$ cat config.mk
export PLATFORM = sky130hd
export DESIGN_NAME = fifo_word_packer
export DESIGN_NICKNAME = d
export VERILOG_FILES = /design/src/rtl/fifo_pkg.sv /design/src/rtl/fifo_word_out_reg.sv /design/src/rtl/fifo_word_packer.sv
export SDC_FILE = /design/constraint.sdc
export NUM_CORES = 1
export LEC_CHECK = 0
export ABC_AREA = 1
export CAP_MARGIN = 30
export CORE_MARGIN = 3
export CORE_UTILIZATION = 35
export CTS_CLUSTER_SIZE = 14
export DETAILED_ROUTE_END_ITERATION = 12
export SETUP_SLACK_MARGIN = 0.05
export SLEW_MARGIN = 20
export SYNTH_ARGS = -nofsm -noshare
export SYNTH_HDL_FRONTEND = slang
export SYNTH_SLANG_ARGS = --single-unit
$ cat constraint.sdc
create_clock -name clk -period 3 [get_ports clk]
set_input_delay 0.6 -clock clk [delete_from_list [all_inputs] [get_ports clk]]
set_output_delay 0.6 -clock clk [all_outputs]
set_load 0.01 [all_outputs]
$ cat src/rtl/fifo_pkg.sv
// Shared byte-FIFO types and default sizes for the FIFO and its word packer.
package fifo_pkg;
  localparam int FIFO_DW    = 8;
  localparam int FIFO_DEPTH = 16;
  localparam int PACK_DEF   = 4;

  typedef logic [FIFO_DW-1:0]          fifo_byte_t;
  typedef logic [PACK_DEF*FIFO_DW-1:0] packed_word_t;
endpackage

$ cat src/rtl/fifo_word_out_reg.sv
// Valid/ready holding register for packed words; contents stay stable while stalled.
module fifo_word_out_reg
  import fifo_pkg::*;
#(
  parameter int PACK   = PACK_DEF,
  parameter int DATA_W = FIFO_DW
) (
  input  logic                   clk,
  input  logic                   rst,
  input  logic                   load,
  input  logic [PACK*DATA_W-1:0] load_data,
  input  logic [PACK-1:0]        load_keep,
  input  logic                   load_last,
  output logic                   free,
  output logic                   m_valid,
  input  logic                   m_ready,
  output logic [PACK*DATA_W-1:0] m_data,
  output logic [PACK-1:0]        m_keep,
  output logic                   m_last
);
  // Free when empty or when the held word leaves on this edge.
  assign free = !m_valid || m_ready;

  always_ff @(posedge clk or posedge rst) begin
    if (rst) begin
      m_valid <= 1'b0;
      m_data  <= '0;
      m_keep  <= '0;
      m_last  <= 1'b0;
    end else if (load) begin
      m_valid <= 1'b1;
      m_data  <= load_data;
      m_keep  <= load_keep;
      m_last  <= load_last;
    end else if (m_ready) begin
      m_valid <= 1'b0;
    end
  end
endmodule

$ cat src/rtl/fifo_word_packer.sv
// Drains a byte FIFO, packs bytes little-endian into PACK-byte words, closes partials on flush/timeout.
// Optional FIFO_WORD_PACKER_STATS_EN adds accepted-word and partial-word counters.
module fifo_word_packer
  import fifo_pkg::*;
#(
  parameter int PACK    = PACK_DEF,
  parameter int DATA_W  = FIFO_DW,
  parameter int TIMEOUT = 16
) (
  input  logic                   clk,
  input  logic                   rst,
  output logic                   fifo_pop,
  input  logic [DATA_W-1:0]      fifo_data_out,
  input  logic                   fifo_empty,
  input  logic                   flush,
  output logic                   m_valid,
  input  logic                   m_ready,
  output logic [PACK*DATA_W-1:0] m_data,
  output logic [PACK-1:0]        m_keep,
  output logic                   m_last
`ifdef FIFO_WORD_PACKER_STATS_EN
  ,
  output logic [15:0]            word_cnt,
  output logic [15:0]            partial_cnt
`endif
);
  localparam int FW = $clog2(PACK + 1);
  localparam int IW = (TIMEOUT > 0) ? $clog2(TIMEOUT + 1) : 1;
  localparam logic [FW:0]   PACK_OCC = (FW+1)'(PACK);
  localparam logic [IW-1:0] TO_MAX   = IW'(TIMEOUT);
  localparam logic [IW-1:0] TO_LAST  = IW'((TIMEOUT > 0) ? TIMEOUT - 1 : 0);

  logic [PACK-1:0][DATA_W-1:0] lanes, load_lanes;
  logic [PACK-1:0]             load_keep;
  logic [FW-1:0]               fill_cnt;
  logic [FW:0]                 occ;
  logic [IW-1:0]               idle_cnt;
  logic pend, close_req, idle_cond, timeout_now, closing;
  logic full_word, close_word, out_free, xfer;

  assign occ       = {1'b0, fill_cnt} + (FW+1)'(pend);
  assign idle_cond = (fill_cnt != '0) && !pend && fifo_empty;
  // Fires on the idle cycle that brings idle_cnt to TIMEOUT, so the word leaves on that edge.
  assign timeout_now = (TIMEOUT > 0) && idle_cond && (idle_cnt >= TO_LAST);
  assign closing     = close_req || timeout_now;
  assign full_word   = (occ == PACK_OCC) && !pend;
  assign close_word  = closing && !pend && (fill_cnt != '0);
  assign xfer        = out_free && (full_word || close_word);
  assign fifo_pop    = !rst && !fifo_empty && (occ < PACK_OCC) && !close_req;

  // Unfilled lanes of a partial word go out as zero regardless of stale buffer contents.
  always_comb begin
    for (int i = 0; i < PACK; i++) begin
      load_keep[i]  = (FW'(i) < fill_cnt);
      load_lanes[i] = load_keep[i] ? lanes[i] : '0;
    end
  end

  always_ff @(posedge clk or posedge rst) begin
    if (rst) begin
      lanes     <= '0;
      fill_cnt  <= '0;
      pend      <= 1'b0;
      close_req <= 1'b0;
      idle_cnt  <= '0;
    end else begin
      pend <= fifo_pop;
      for (int i = 0; i < PACK; i++)
        if (pend && fill_cnt == FW'(i)) lanes[i] <= fifo_data_out;
      if (pend)      fill_cnt <= fill_cnt + FW'(1);
      else if (xfer) fill_cnt <= '0;
      // A transfer empties the buffer, so a coincident flush has nothing left to close.
      if (xfer)                                      close_req <= 1'b0;
      else if ((flush && occ != '0) || timeout_now) close_req <= 1'b1;
      if (xfer || !idle_cond)      idle_cnt <= '0;
      else if (idle_cnt != TO_MAX) idle_cnt <= idle_cnt + IW'(1);
    end
  end

  fifo_word_out_reg #(.PACK(PACK), .DATA_W(DATA_W)) u_out (
    .clk       (clk),
    .rst       (rst),
    .load      (xfer),
    .load_data (load_lanes),
    .load_keep (load_keep),
    .load_last (!full_word),
    .free      (out_free),
    .m_valid   (m_valid),
    .m_ready   (m_ready),
    .m_data    (m_data),
    .m_keep    (m_keep),
    .m_last    (m_last)
  );

`ifdef FIFO_WORD_PACKER_STATS_EN
  always_ff @(posedge clk or posedge rst) begin
    if (rst) begin
      word_cnt    <= '0;
      partial_cnt <= '0;
    end else if (m_valid && m_ready) begin
      if (word_cnt != 16'hFFFF)              word_cnt    <= word_cnt + 16'd1;
      if (m_last && partial_cnt != 16'hFFFF) partial_cnt <= partial_cnt + 16'd1;
    end
  end
`endif
endmodule

## After elaboration in Yosys (flattened, before gate mapping)

Index checks and enable logic that the tools add are counted.

- $add $sub $neg: 3
- Order comparisons: 6
- Eq/ne operators: 5
- Muxes and demuxes: 12
- Reductions and logical operators: 34

Operators with widths:

| operator | count |
|---|---|
| $mux W8 | 4 |
| $logic_and A1 B1 Y1 | 15 |
| $mux W5 | 2 |
| $reduce_bool A2 Y1 | 4 |
| $logic_not A1 Y1 | 7 |
| $eq A3 B2 Y1 const B | 2 |
| $lt A1 B3 Y1 const A | 2 |
| $lt A2 B3 Y1 const A | 2 |
| $mux W3 | 2 |
| $add A5 B1 Y5 const B | 1 |
| $ge A5 B4 Y1 const B | 1 |
| $logic_or A1 B1 Y1 | 5 |
| $ne A5 B5 Y1 const B | 1 |
| $add A3 B1 Y4 | 1 |
| $eq A4 B3 Y1 const B | 1 |
| $lt A4 B3 Y1 const B | 1 |
| $mux W1 | 4 |
| $reduce_bool A4 Y1 | 1 |
| $add A3 B1 Y3 const B | 1 |
| $eq A3 B1 Y1 const B | 1 |
| $logic_not A3 Y1 | 1 |
| $reduce_bool A3 Y1 | 1 |

- Register bits after elaboration: 80
- Input bits: 13
- Output and inout bits: 39
- Word-level logic and storage cells: 72

## Longest topological paths before layout

Gate-level depths: netlist (run 1).

- Depth in word-level cells: 11
- Gate-level depth with buffers: 15
- Depth with buffers taken out: 14

## Modules after synthesis

Synthesis (run 1) repeated with hierarchy kept, for this count alone.

- Cell total of the unflattened synthesis: 435
- Area, all modules: 3,603.5 um^2

Modules (own cells, without submodules):

| module | instances | cells each | area each (um^2) | seq. area each (um^2) |
|---|---|---|---|---|
| fifo_word_packer | 1 | 273 | 2,125.8 | 1,051.0 |
| fifo_word_out_reg | 1 | 162 | 1,477.7 | 950.9 |

## Least setup slack after synthesis (run 1)

No wires, ideal clock.

- Kind: reg-to-output
- Start: register pend
- End: output port fifo_pop
- Arrival: 1.486 ns
- Required time: 2.400 ns
- Slack: 0.914 ns
- Stages on the path, launching flop included: 6
- Buffers on the path: 0
- Cells stage by stage: dfrtp_1 -> ha_1 -> ha_1 -> xnor2_1 -> nand2_1 -> nor4_1

- Longest elaborated chain between the ends: 4

Ends and longest elaborated chain:

| what | line | RTL |
|---|---|---|
| from (decl) | fifo_word_packer.sv:38 | `logic pend, close_req, idle_cond, timeout_now, closing;` |
| from (signal assigned) | fifo_word_packer.sv:67 | `pend <= fifo_pop;` |
| $add A3 B1 Y4 | fifo_word_packer.sv:41 | `assign occ = {1'b0, fill_cnt} + (FW+1)'(pend);` |
| $lt A4 B3 Y1 | fifo_word_packer.sv:49 | `assign fifo_pop = !rst && !fifo_empty && (occ < PACK_OCC) && !close_req;` |
| $logic_and A1 B1 Y1 (2 in a row) | fifo_word_packer.sv:49 |  |
| to (decl) | fifo_word_packer.sv:12 | `output logic fifo_pop,` |

No other way between the ends.

## Final worst setup path (run 1)

Ends and elaborated chain as after synthesis.

==> impl_metrics.prom, run 1 <==
# TYPE chip_impl_metric gauge
chip_impl_metric{name="cts_made_buffers",unit=""} 9
chip_impl_info{name="endpoint_kind",value="output port"} 1
chip_impl_metric{name="p_per_area",unit="nW/um2"} 1038
chip_impl_metric{name="drc",unit=""} 0
chip_impl_metric{name="floorplan.die_area",unit="um2"} 10700
chip_impl_metric{name="layout_cell_share_with_drive_strength_beyond_1",unit="%"} 7.160
chip_impl_metric{name="worstPathRequired",unit="ns"} 2.40
chip_impl_metric{name="cts.reportedPaths.clkPinSlew",unit="ns"} 0.08
chip_impl_metric{name="slew_headroom",unit="%"} 63.33
chip_impl_metric{name="instances_no_fill",unit=""} 545
chip_impl_metric{name="static-leakage-power",unit="nW"} 1.951
chip_impl_metric{name="synth-seq-area-share",unit="%"} 60.24
chip_impl_metric{name="drt_iter0_drc",unit=""} 162
chip_impl_metric{name="areaGrowthSynthToFinish",unit="%"} 24.89
chip_impl_metric{name="total_power",unit="mW"} 4.309
chip_impl_metric{name="die_height",unit="um"} 103.4
chip_impl_metric{name="fin_util",unit="%"} 46.24
chip_impl_metric{name="antenna_violating_nets_post_route",unit=""} 0
chip_impl_metric{name="rows",unit=""} 34
chip_impl_metric{name="synthDistinctLibCells",unit=""} 24
chip_impl_metric{name="global_route.overflow_total",unit=""} 0
chip_impl_metric{name="drt-pass1-iter-count",unit=""} 4
chip_impl_metric{name="setup_violations",unit=""} 0
chip_impl_metric{name="total_global_route_track_usage",unit="%"} 14.67
chip_impl_metric{name="max_freq",unit="MHz"} 370.9
chip_impl_metric{name="detailedPlacementHpwl",unit="um"} 4847
chip_impl_metric{name="die_width",unit="um"} 103.4
chip_impl_metric{name="timing.clock.skew",unit="ns"} 0.01207
chip_impl_info{name="yosys.area.top_type",value="sky130_fd_sc_hd__dfrtp_1"} 1
chip_impl_metric{name="port-buffer-count",unit=""} 51
chip_impl_metric{name="hold_slack",unit="ns"} 0.4514
chip_impl_info{name="clock-root-buffer",value="sky130_fd_sc_hd__clkbuf_8"} 1
chip_impl_metric{name="drv_cap",unit=""} 0
chip_impl_metric{name="place_congestion",unit=""} 0.7790
chip_impl_metric{name="cts-root-to-sink-buffers",unit=""} 2
chip_impl_metric{name="timing.final.ws_setup",unit="ns"} 0.3040
chip_impl_metric{name="routed-via-count",unit=""} 2501
chip_impl_metric{name="numnets_final",unit=""} 437
chip_impl_metric{name="synth.avg_cell_area",unit="um2"} 9.180
chip_impl_metric{name="numClockSinks",unit=""} 80
chip_impl_info{name="worst_path_most_repeated_cell",value="sky130_fd_sc_hd__ha_1"} 1
chip_impl_metric{name="synth_area",unit="um2"} 3323
chip_impl_metric{name="crit_fanout",unit=""} 9
chip_impl_metric{name="max-vdd-ir-drop",unit="uV"} 488.2
chip_impl_metric{name="layout_worst_path_cycle_share",unit="%"} 89.87
chip_impl_metric{name="syn_nets",unit=""} 384
chip_impl_info{name="timing.critical_path.cells",value="ha_1 -> ha_1 -> xnor2_1 -> nand2_1 -> nor4_1 -> dlygate4sd2_1"} 1
chip_impl_metric{name="initial_core_util",unit="%"} 37.02
chip_impl_metric{name="boundaryPins",unit=""} 52
chip_impl_metric{name="postLayoutCellArea",unit="um2"} 4150
chip_impl_metric{name="placement.cell_area",unit="um2"} 3959
chip_impl_metric{name="largest_net_degree_at_the_start_of_global_routing",unit=""} 81
chip_impl_metric{name="yosys.area.top_type_share",unit="%"} 60.24
chip_impl_metric{name="arrival",unit="ns"} 2.10
chip_impl_info{name="setup.worst_path.class",value="reg -> out"} 1
chip_impl_metric{name="antenna_violations_before_repair",unit=""} 0
chip_impl_info{name="unrepaired_setup_endpoints_after_global_routing",value="no"} 1
chip_impl_metric{name="clock_latency",unit="ns"} 0.35
chip_impl_metric{name="htreeDepth",unit=""} 3
chip_impl_metric{name="placed_cells",unit=""} 530
chip_impl_info{name="cts_tree",value="built"} 1
chip_impl_info{name="critPathLaunchType",value="flip-flop"} 1
chip_impl_info{name="run_status",value="completed"} 1
chip_impl_metric{name="cp_slowest_stage_delay",unit="ns"} 0.50
chip_impl_metric{name="fin_setup_tns",unit="ns"} 0
chip_impl_metric{name="grt_first_pass_wirelength",unit="um"} 12100
chip_impl_metric{name="route.detailed.vias_per_inst",unit=""} 4.589
chip_impl_metric{name="yosysWarnings",unit=""} 0
chip_impl_metric{name="tightestPinTransition",unit="ns"} 0.5485
chip_impl_metric{name="placeableCoreArea",unit="um2"} 8976
chip_impl_metric{name="maxSlewViolCount",unit=""} 0
chip_impl_info{name="worstHoldPathType",value="reg -> reg"} 1
chip_impl_metric{name="timing.final.hold_violations",unit=""} 0
chip_impl_metric{name="drt-total-wl",unit="um"} 7071
chip_impl_metric{name="layout_min_cycle_time",unit="ns"} 2.696
chip_impl_info{name="yosys-top-cells-area",value="sky130_fd_sc_hd__dfrtp_1 (60%), sky130_fd_sc_hd__nand2_1 (15%), sky130_fd_sc_hd__o21ai_0 (8.9%)"} 1
chip_impl_metric{name="postSynthRegisterBits",unit=""} 80
chip_impl_metric{name="avgRoutedWirePerCell",unit="um"} 12.97
chip_impl_metric{name="pre_cts_ws",unit="ns"} 0.3736
chip_impl_metric{name="antenna_cells",unit=""} 0
chip_impl_metric{name="first_global_vias",unit=""} 2480
chip_impl_info{name="cp_max_delay_cell",value="sky130_fd_sc_hd__dfrtp_1"} 1
chip_impl_metric{name="synth_cells",unit=""} 362
## report_power, final
group	leakage (nW)	switching [mW]	total, mW	internal, mW
clock network	0.0961	0.400	0.786	0.386
logic	0.859	0.958	1.71	0.749
registers	0.996	0.286	1.82	1.53
## cell type report
type / instances / area [um2]
multi-input cells: 241 / 1141
well taps: 126 / 157.7
fillers: 908 / 4826
clock buffers: 9 / 123.9
inverters: 28 / 105.1
repair buffers: 55 / 551.8
flip-flops and latches: 80 / 2002
clock inverters: 6 / 68.82
## cells by family (layout without fill, tap and decap cells)
logic type | count (synthesis) | count (layout) | synth area share [%]
xor gates and xnor gates | 2 | 2 | 0.5272
buffers and inverters | 41 | 98 | 5.422
and+or+nand+nor | 159 | 159 | 19.13
AOI/OAI and AO/OA | 71 | 71 | 11.30
DFF | 80 | 80 | 60.24
adders and majority gates | 9 | 9 | 3.389
## worst paths after layout
path / start / end / slack, ns / cells after the start
worst max-delay path: pend / fifo_pop / 0.30 / 6
worst min-delay path: close_req / pend / 0.45 / 1
min in group asynchronous: rst / u_out.m_keep[2] / 0.68 / 3
worst max register to register: pend / idle_cnt[0] / 0.83 / 11
worst min register to register: close_req / pend / 0.45 / 1
max in group asynchronous: rst / lanes[25] / 1.95 / 3
## cells in the mapped netlist (all sizes together)
| master | count |
|---|---|
| and2 | 1 |
| buf | 6 |
| clkbuf | 7 |
| dfrtp | 80 |
| ha | 9 |
| inv | 28 |
| nand2 | 131 |
| nand3 | 12 |
| nand4 | 2 |
| nor2 | 9 |
| nor3 | 1 |
| nor4 | 1 |
| o21a | 1 |
| o21ai | 69 |
| o31ai | 1 |
| or2 | 2 |
| xnor2 | 1 |
| xor2 | 1 |
## state kept, by name, summed over array words and instances, names as in the netlist
| name | flops |
|---|---|
| lanes | 32 |
| u_out.m_data | 32 |
| fill_cnt | 3 |
| idle_cnt | 5 |
| u_out.m_last | 1 |
| close_req | 1 |
| u_out.m_keep | 4 |
| u_out.m_valid | 1 |
| pend | 1 |
## repair_timing
item | 4_1_cts | 5_1_grt
buffers inserted | 0 | 0
hold buffers | 0 | 0
resized for setup | 1 | 0
setup endpoints to repair | 1 | 0
endpoints found under the hold margin | 0 | 0
## per-layer routing
metal  wire (um)  part of all wire, %  vias up  global-route usage (%)
met5           0                    0        -                       0
met4          66                 0.93        0                   4.183
met3         323                  4.6       10                   4.024
met2        3287                   46       51                   22.99
met1        3394                   48     1184                   20.03
li1            -                    -     1256                       -
## critical path, delay by kind of cell (launching register included)
family | cells | cell delay (ns)
flip-flops | 1 | 0.50
AND/OR/NAND/NOR | 2 | 0.31
buffers and inverters | 1 | 0.32
adder cells (fa/ha/maj) | 2 | 0.44
XOR/XNOR | 1 | 0.18
## cell usage in the layout (no fill, tap or decap), types with 2 or more instances in the layout
cell	instances
sky130_fd_sc_hd__nand2_1	129
sky130_fd_sc_hd__dfrtp_1	80
sky130_fd_sc_hd__o21ai_0	59
sky130_fd_sc_hd__clkdlybuf4s50_1	50
sky130_fd_sc_hd__inv_1	26
sky130_fd_sc_hd__nand3_1	12
sky130_fd_sc_hd__ha_1	9
sky130_fd_sc_hd__clkbuf_8	9
sky130_fd_sc_hd__nor2_1	8
sky130_fd_sc_hd__o21ai_1	6
sky130_fd_sc_hd__o21ai_2	4
sky130_fd_sc_hd__buf_4	3
sky130_fd_sc_hd__nand4_1	2
sky130_fd_sc_hd__inv_2	2
sky130_fd_sc_hd__nand2_2	2
sky130_fd_sc_hd__or2_2	2
sky130_fd_sc_hd__inv_6	2
Power figures use the tool's default switching activity.
==> inputs of run 2 (changes only) <==
--- a/config.mk
+++ b/config.mk
@@ -11,8 +11,9 @@
 export CORE_UTILIZATION = 35
 export CTS_CLUSTER_SIZE = 14
 export DETAILED_ROUTE_END_ITERATION = 12
+export GPL_TIMING_DRIVEN = 0
+export RECOVER_POWER = 50
 export SETUP_SLACK_MARGIN = 0.05
-export SLEW_MARGIN = 20
 export SYNTH_ARGS = -nofsm -noshare
 export SYNTH_HDL_FRONTEND = slang
 export SYNTH_SLANG_ARGS = --single-unit
==> run 2 against run 1 <==
Largest cell class unchanged. Maximum frequency shrank 0.64%. Final cell count grew 2.0%. The run now ends with max-capacitance violations, max-slew violations left. Global-route usage grew 0.96 points. Clock power grew 3.7%. Die area is the same. Utilization grew 0.67 points. Register-to-register slack lost 0.02 ns. Highest routed layer unchanged. Critical path type unchanged. Wire length grew 5.7%. Clock skew shrank 0.0014 ns.
==> impl_metrics.prom, run 2 (same netlist as run 1, synthesis figures left out) <==
# TYPE chip_impl_metric gauge
chip_impl_metric{name="total_global_route_track_usage",unit="%"} 15.63
chip_impl_metric{name="avgRoutedWirePerCell",unit="um"} 13.44
chip_impl_metric{name="cts.reportedPaths.clkPinSlew",unit="ns"} 0.07
chip_impl_metric{name="numClockSinks",unit=""} 80
chip_impl_info{name="leading_registers_by_flop_count",value="lanes: 32 flops, u_out.m_data: 32 flops, idle_cnt: 5 flops"} 1
chip_impl_metric{name="slew_headroom",unit="%"} -7.229
chip_impl_metric{name="cts_resized",unit=""} 2
chip_impl_metric{name="cts-root-to-sink-buffers",unit=""} 2
chip_impl_metric{name="route.detailed.vias_per_inst",unit=""} 4.649
chip_impl_metric{name="place_congestion",unit=""} 0.7555
chip_impl_metric{name="layout_cell_share_with_drive_strength_beyond_1",unit="%"} 7.907
chip_impl_metric{name="port-buffer-count",unit=""} 51
chip_impl_metric{name="drc",unit=""} 0
chip_impl_metric{name="fin_setup_tns",unit="ns"} 0
chip_impl_metric{name="boundaryPins",unit=""} 52
chip_impl_metric{name="maxSlewViolCount",unit=""} 38
chip_impl_metric{name="initial_core_util",unit="%"} 37.02
chip_impl_metric{name="htreeDepth",unit=""} 3
chip_impl_metric{name="layout_min_cycle_time",unit="ns"} 2.713
chip_impl_info{name="layout_common_cells",value="sky130_fd_sc_hd__nand2_1 (129), sky130_fd_sc_hd__dfrtp_1 (80), sky130_fd_sc_hd__o21ai_0 (59)"} 1
chip_impl_metric{name="timing.clock.skew",unit="ns"} 0.01066
chip_impl_metric{name="grt_first_pass_wirelength",unit="um"} 12880
chip_impl_metric{name="tightestPinTransition",unit="ns"} 1.600
chip_impl_metric{name="detailedPlacementHpwl",unit="um"} 5339
chip_impl_metric{name="die_height",unit="um"} 103.4
chip_impl_metric{name="holdBufCountCts",unit=""} 0
chip_impl_info{name="endpoint_kind",value="output port"} 1
chip_impl_metric{name="crit_fanout",unit=""} 9
chip_impl_metric{name="total_power",unit="mW"} 4.460
chip_impl_info{name="run_status",value="finished, violations left"} 1
chip_impl_metric{name="static-leakage-power",unit="nW"} 1.978
chip_impl_metric{name="layout_worst_path_cycle_share",unit="%"} 90.44
chip_impl_info{name="worst_path_most_repeated_cell",value="sky130_fd_sc_hd__ha_1"} 1
chip_impl_metric{name="placeableCoreArea",unit="um2"} 8976
chip_impl_metric{name="drv_cap",unit=""} 1
chip_impl_metric{name="rows",unit=""} 34
chip_impl_info{name="setup.worst_path.class",value="reg -> out"} 1
chip_impl_info{name="critPathLaunchType",value="flip-flop"} 1
chip_impl_info{name="r2r-start",value="pend"} 1
chip_impl_metric{name="antenna_violating_nets_post_route",unit=""} 0
chip_impl_info{name="cts_tree",value="built"} 1
chip_impl_metric{name="first_global_vias",unit=""} 2619
chip_impl_metric{name="drt_iter0_drc",unit=""} 95
chip_impl_metric{name="numnets_final",unit=""} 448
chip_impl_metric{name="p_per_area",unit="nW/um2"} 1059
chip_impl_metric{name="antenna_violations_before_repair",unit=""} 0
chip_impl_metric{name="drt-total-wl",unit="um"} 7475
chip_impl_metric{name="die_width",unit="um"} 103.4
chip_impl_info{name="setup.worst_path.end",value="fifo_pop"} 1
chip_impl_info{name="timing.critical_path.cells",value="ha_1 -> ha_1 -> xnor2_1 -> nand2_1 -> nor4_1 -> dlygate4sd2_1"} 1
chip_impl_info{name="unrepaired_setup_endpoints_after_global_routing",value="no"} 1
chip_impl_metric{name="timing.reg2reg.worst_path_depth",unit=""} 10
chip_impl_info{name="crit_path_start",value="pend"} 1
chip_impl_metric{name="drt-pass1-iter-count",unit=""} 4
chip_impl_info{name="worstHoldPathType",value="reg -> reg"} 1
chip_impl_metric{name="antenna_cells",unit=""} 0
chip_impl_info{name="final_common_cell",value="sky130_fd_sc_hd__nand2_1"} 1
chip_impl_metric{name="setup_violations",unit=""} 0
chip_impl_metric{name="routed-via-count",unit=""} 2585
chip_impl_info{name="reg2reg_to",value="u_out.m_data[19]"} 1
chip_impl_metric{name="arrival",unit="ns"} 2.11
chip_impl_metric{name="cts_post_setup_buffers_inserted",unit=""} 0
chip_impl_info{name="clock-root-buffer",value="sky130_fd_sc_hd__clkbuf_8"} 1
chip_impl_metric{name="timing.final.hold_violations",unit=""} 0
chip_impl_metric{name="max-vdd-ir-drop",unit="uV"} 385.8
chip_impl_metric{name="largest_net_degree_at_the_start_of_global_routing",unit=""} 45
chip_impl_metric{name="clock_latency",unit="ns"} 0.35
chip_impl_info{name="cp_max_delay_cell",value="sky130_fd_sc_hd__dfrtp_1"} 1
chip_impl_metric{name="regToRegSetupSlack",unit="ns"} 0.81
chip_impl_metric{name="worstPathRequired",unit="ns"} 2.40
chip_impl_metric{name="floorplan.die_area",unit="um2"} 10700
chip_impl_info{name="violations",value="max-capacitance violations, max-slew violations"} 1
chip_impl_metric{name="global_route.overflow_total",unit=""} 0
chip_impl_metric{name="areaGrowthSynthToFinish",unit="%"} 26.69
chip_impl_metric{name="cts_made_buffers",unit=""} 9
chip_impl_metric{name="cp_slowest_stage_delay",unit="ns"} 0.50
chip_impl_metric{name="max_freq",unit="MHz"} 368.6
run 2: worst min path at each step:
| stage | from | to | slack, ns | cells after the start |
|---|---|---|---|---|
| after floorplan | lanes[24] | lanes[24] | 0.45 | 2 |
| after global placement | close_req | pend | 0.43 | 1 |
| after detailed placement | close_req | pend | 0.45 | 1 |
| after CTS | close_req | pend | 0.45 | 1 |
| after global routing | close_req | pend | 0.47 | 1 |
| final | close_req | pend | 0.46 | 1 |
run 2: worst max-delay path, delay by kind of cell (launching register included):
| kind | cells | cell delay [ns] |
|---|---|---|
| DFF | 1 | 0.50 |
| adders and majority gates | 2 | 0.44 |
| and+or+nand+nor | 2 | 0.34 |
| buffers and inverters | 1 | 0.31 |
| xor gates and xnor gates | 1 | 0.17 |
run 2: area by class of cell:
type | count | area (um2)
clock buffer | 11 | 151.4
clock inverter | 4 | 52.55
timing repair buffer | 53 | 524.3
multi-input combinational | 241 | 1141
sequential | 80 | 2002
buffer | 13 | 75.07
fill | 895 | 4766
tap | 126 | 157.7
inverter | 28 | 106.4
run 2: per-stage QoR:
stage	utilization (%)	hold slack [ns]	instance area, um2	instances	setup WS [ns]
after floorplan	-	0.4529	3323	362	0.3483
after global placement	44.47	0.4339	3991	539	-0.9864
after detailed placement	44.88	0.4469	4029	541	0.3558
after CTS	47.16	0.4511	4233	556	0.3143
after global routing	46.91	0.4695	4210	556	0.07230
final	46.91	0.4572	4210	556	0.2867
run 2: layer usage:
metal	global-route usage [%]	up-vias	share of wire [%]
met4	4.183	0	1.2
met2	24.36	68	46
met5	0	-	0
met3	4.292	8	5.8
met1	21.59	1217	47
li1	-	1292	-
run 2: power by group:
part,leakage [nW],internal (mW),switching [mW]
Clock,0.106,0.428,0.386
Sequential,0.996,1.53,0.278
Combinational,0.875,0.813,1.02
Total,1.98,2.77,1.69
==> inputs of run 3 (changes only) <==
--- a/config.mk
+++ b/config.mk
@@ -6,7 +6,7 @@
 export NUM_CORES = 1
 export LEC_CHECK = 0
 export ABC_AREA = 1
-export CAP_MARGIN = 30
+export CAP_MARGIN = 20
 export CORE_MARGIN = 3
 export CORE_UTILIZATION = 35
 export CTS_CLUSTER_SIZE = 14
==> run 3 against run 2 <==
The flow still finishes with violations (max-capacitance violations, max-slew violations). Maximum frequency is 1.5% higher. Sequential share of layout area is 0.22 points lower. Clock skew is 0.0036 ns higher. Non-clock buffer count stayed put. Final cell count is 0.18% higher. Die area stayed put. First-iteration DRC count is 4.2% lower. Total power is 1.7% higher. Flip-flop and latch count stayed put. Register-to-register slack hardly changed. Critical path depth stayed put. Critical path type unchanged. Utilization is 0.25 points higher.
==> impl_metrics.prom, run 3 (same netlist as run 1, synthesis figures left out) <==
# TYPE chip_impl_metric gauge
chip_impl_metric{name="numnets_final",unit=""} 448
chip_impl_metric{name="antenna_violations_before_repair",unit=""} 0
chip_impl_metric{name="cts_made_buffers",unit=""} 9
chip_impl_metric{name="layout_min_cycle_time",unit="ns"} 2.673
chip_impl_metric{name="grt_first_pass_wirelength",unit="um"} 12750
chip_impl_metric{name="static-leakage-power",unit="nW"} 1.976
chip_impl_metric{name="route.detailed.vias_per_inst",unit=""} 4.628
chip_impl_metric{name="largest_net_degree_at_the_start_of_global_routing",unit=""} 45
chip_impl_info{name="setup.worst_path.class",value="reg -> out"} 1
chip_impl_metric{name="max_freq",unit="MHz"} 374.1
chip_impl_metric{name="drt-total-wl",unit="um"} 7480
chip_impl_metric{name="areaGrowthSynthToFinish",unit="%"} 27.37
chip_impl_metric{name="cp_num_buf_inv",unit=""} 1
chip_impl_metric{name="die_height",unit="um"} 103.4
chip_impl_metric{name="layout_cell_share_with_drive_strength_beyond_1",unit="%"} 8.353
chip_impl_metric{name="placeableCoreArea",unit="um2"} 8976
chip_impl_metric{name="hold_slack",unit="ns"} 0.4432
chip_impl_metric{name="die_width",unit="um"} 103.4
chip_impl_metric{name="cts.reportedPaths.clkPinSlew",unit="ns"} 0.08
chip_impl_metric{name="worstPathRequired",unit="ns"} 2.40
chip_impl_metric{name="total_global_route_track_usage",unit="%"} 15.52
chip_impl_metric{name="htreeDepth",unit=""} 3
chip_impl_metric{name="fin_util",unit="%"} 47.16
chip_impl_metric{name="timing.clock.skew",unit="ns"} 0.01430
chip_impl_info{name="leading_registers_by_flop_count",value="lanes: 32 flops, u_out.m_data: 32 flops, idle_cnt: 5 flops"} 1
chip_impl_metric{name="drt-pass1-iter-count",unit=""} 4
chip_impl_info{name="cts_tree",value="built"} 1
chip_impl_metric{name="avgRoutedWirePerCell",unit="um"} 13.43
chip_impl_info{name="run_status",value="finished, violations left"} 1
chip_impl_info{name="final_common_cell",value="sky130_fd_sc_hd__nand2_1"} 1
chip_impl_metric{name="place_congestion",unit=""} 0.7555
chip_impl_metric{name="timing.final.hold_violations",unit=""} 0
chip_impl_info{name="endpoint_kind",value="output port"} 1
chip_impl_info{name="violations",value="max-capacitance violations, max-slew violations"} 1
chip_impl_metric{name="cts-root-to-sink-buffers",unit=""} 2
chip_impl_metric{name="pwr-share-comb",unit="%"} 40.5
chip_impl_info{name="worst_path_most_repeated_cell",value="sky130_fd_sc_hd__ha_1"} 1
chip_impl_info{name="worstHoldPathType",value="reg -> reg"} 1
chip_impl_metric{name="rows",unit=""} 34
chip_impl_metric{name="layout_worst_path_cycle_share",unit="%"} 89.11
chip_impl_info{name="clock-root-buffer",value="sky130_fd_sc_hd__clkbuf_8"} 1
chip_impl_metric{name="port-buffer-count",unit=""} 51
chip_impl_metric{name="maxSlewViolCount",unit=""} 38
chip_impl_metric{name="tightestPinTransition",unit="ns"} 1.592
chip_impl_info{name="timing.critical_path.cells",value="ha_1 -> ha_1 -> xnor2_1 -> nand2_1 -> nor4_1 -> dlygate4sd2_1"} 1
chip_impl_metric{name="p_per_area",unit="nW/um2"} 1072
chip_impl_metric{name="antenna_violating_nets_post_route",unit=""} 0
chip_impl_metric{name="internal_power_component",unit="mW"} 2.818
chip_impl_metric{name="cp_slowest_stage_delay",unit="ns"} 0.49
chip_impl_metric{name="boundaryPins",unit=""} 52
chip_impl_info{name="unrepaired_setup_endpoints_after_global_routing",value="no"} 1
chip_impl_metric{name="drt_iter0_drc",unit=""} 91
chip_impl_info{name="critPathTopFamily",value="flip-flops"} 1
chip_impl_metric{name="global_route.overflow_total",unit=""} 0
chip_impl_metric{name="crit_fanout",unit=""} 9
chip_impl_metric{name="drv_cap",unit=""} 1
chip_impl_metric{name="routed-via-count",unit=""} 2578
chip_impl_metric{name="max-vdd-ir-drop",unit="uV"} 441.7
chip_impl_metric{name="first_global_vias",unit=""} 2609
chip_impl_metric{name="floorplan.die_area",unit="um2"} 10700
chip_impl_metric{name="clock_latency",unit="ns"} 0.36
chip_impl_metric{name="swShare",unit="%"} 37.90
chip_impl_metric{name="numClockSinks",unit=""} 80
chip_impl_metric{name="slew_headroom",unit="%"} -6.710
chip_impl_metric{name="clockPowerShare",unit="%"} 19.7
chip_impl_metric{name="sequentialPowerShare",unit="%"} 39.8
chip_impl_metric{name="detailedPlacementHpwl",unit="um"} 5331
chip_impl_info{name="layout_common_cells",value="sky130_fd_sc_hd__nand2_1 (129), sky130_fd_sc_hd__dfrtp_1 (79), sky130_fd_sc_hd__o21ai_0 (59)"} 1
chip_impl_metric{name="antenna_cells",unit=""} 0
chip_impl_info{name="critPathLaunchType",value="flip-flop"} 1
chip_impl_metric{name="switchingPower",unit="mW"} 1.719
chip_impl_info{name="cp_max_delay_cell",value="sky130_fd_sc_hd__dfrtp_2"} 1
chip_impl_metric{name="arrival",unit="ns"} 2.07
chip_impl_metric{name="initial_core_util",unit="%"} 37.02
chip_impl_metric{name="setup_violations",unit=""} 0
chip_impl_metric{name="drc",unit=""} 0
==> run 3: cell count changes in the layout (fill, tap and decap cells not counted), sizes merged <==
cell | before | now
clkinvlp | 1 | 3
buf | 7 | 6
bufinv | 1 | 2
clkbuf | 19 | 18
inv | 28 | 29
clkinv | 2 | 1
==> run 3: layer usage <==
layer | track usage, % | vias to the layer above | wire (um)
met4 | 4.084 | 0 | 92
met2 | 24.12 | 59 | 3444
li1 | - | 1291 | -
met1 | 21.43 | 1220 | 3573
met3 | 4.427 | 8 | 370
met5 | 0 | - | 0
==> run 3: layout make-up <==
type                    count  area (um2)
fillers                   879        4743
flip-flops and latches     80        2003
multi-input cells         241        1141
repair buffers             53       524.3
well taps                 126       157.7
clock buffers               9       123.9
inverters                  28       106.4
clock inverters             7       101.3
plain buffers              13       75.07
==> run 3: stage by stage <==
stage,worst slack (ns),instance area (um2),power (mW),setup TNS (ns),cells
after floorplan,0.3483,3323,2.859,0,362
after global placement,-0.9864,3991,3.659,-78.67,539
after detailed placement,0.3573,4021,3.697,0,540
after CTS,0.3057,4247,4.607,0,556
after global routing,0.09585,4233,4.934,0,557
final,0.3268,4233,4.537,0,557
==> run 3: timing repair <==
action                     CTS  global route
setup buffers                0             0
setup endpoints to repair    1             0
gates resized for setup      2             0
hold buffers                 0             0
==> run 3: path summary, 6_finish.rpt <==
kind / cells after the start / slack, ns / start / to
min in group asynchronous: 2 / 1.10 / rst / u_out.m_keep[2]
hold reg to reg: 1 / 0.44 / close_req / pend
setup / recovery: 6 / 0.33 / pend / fifo_pop
setup reg to reg: 13 / 0.81 / idle_cnt[0] / u_out.m_data[20]
max in group asynchronous: 3 / 0.56 / rst / u_out.m_keep[3]
hold / removal: 1 / 0.44 / close_req / pend
==> run 3: power groups by stage <==
stage                     Clock (mW)  Sequential, mW  Combinational [mW]
final                          0.895            1.81                1.84
after global routing           0.971            1.87                2.09
after CTS                      0.918            1.81                1.88
after detailed placement           0            1.83                1.87
after global placement             0            1.82                1.84
after floorplan                    0            1.88               0.983
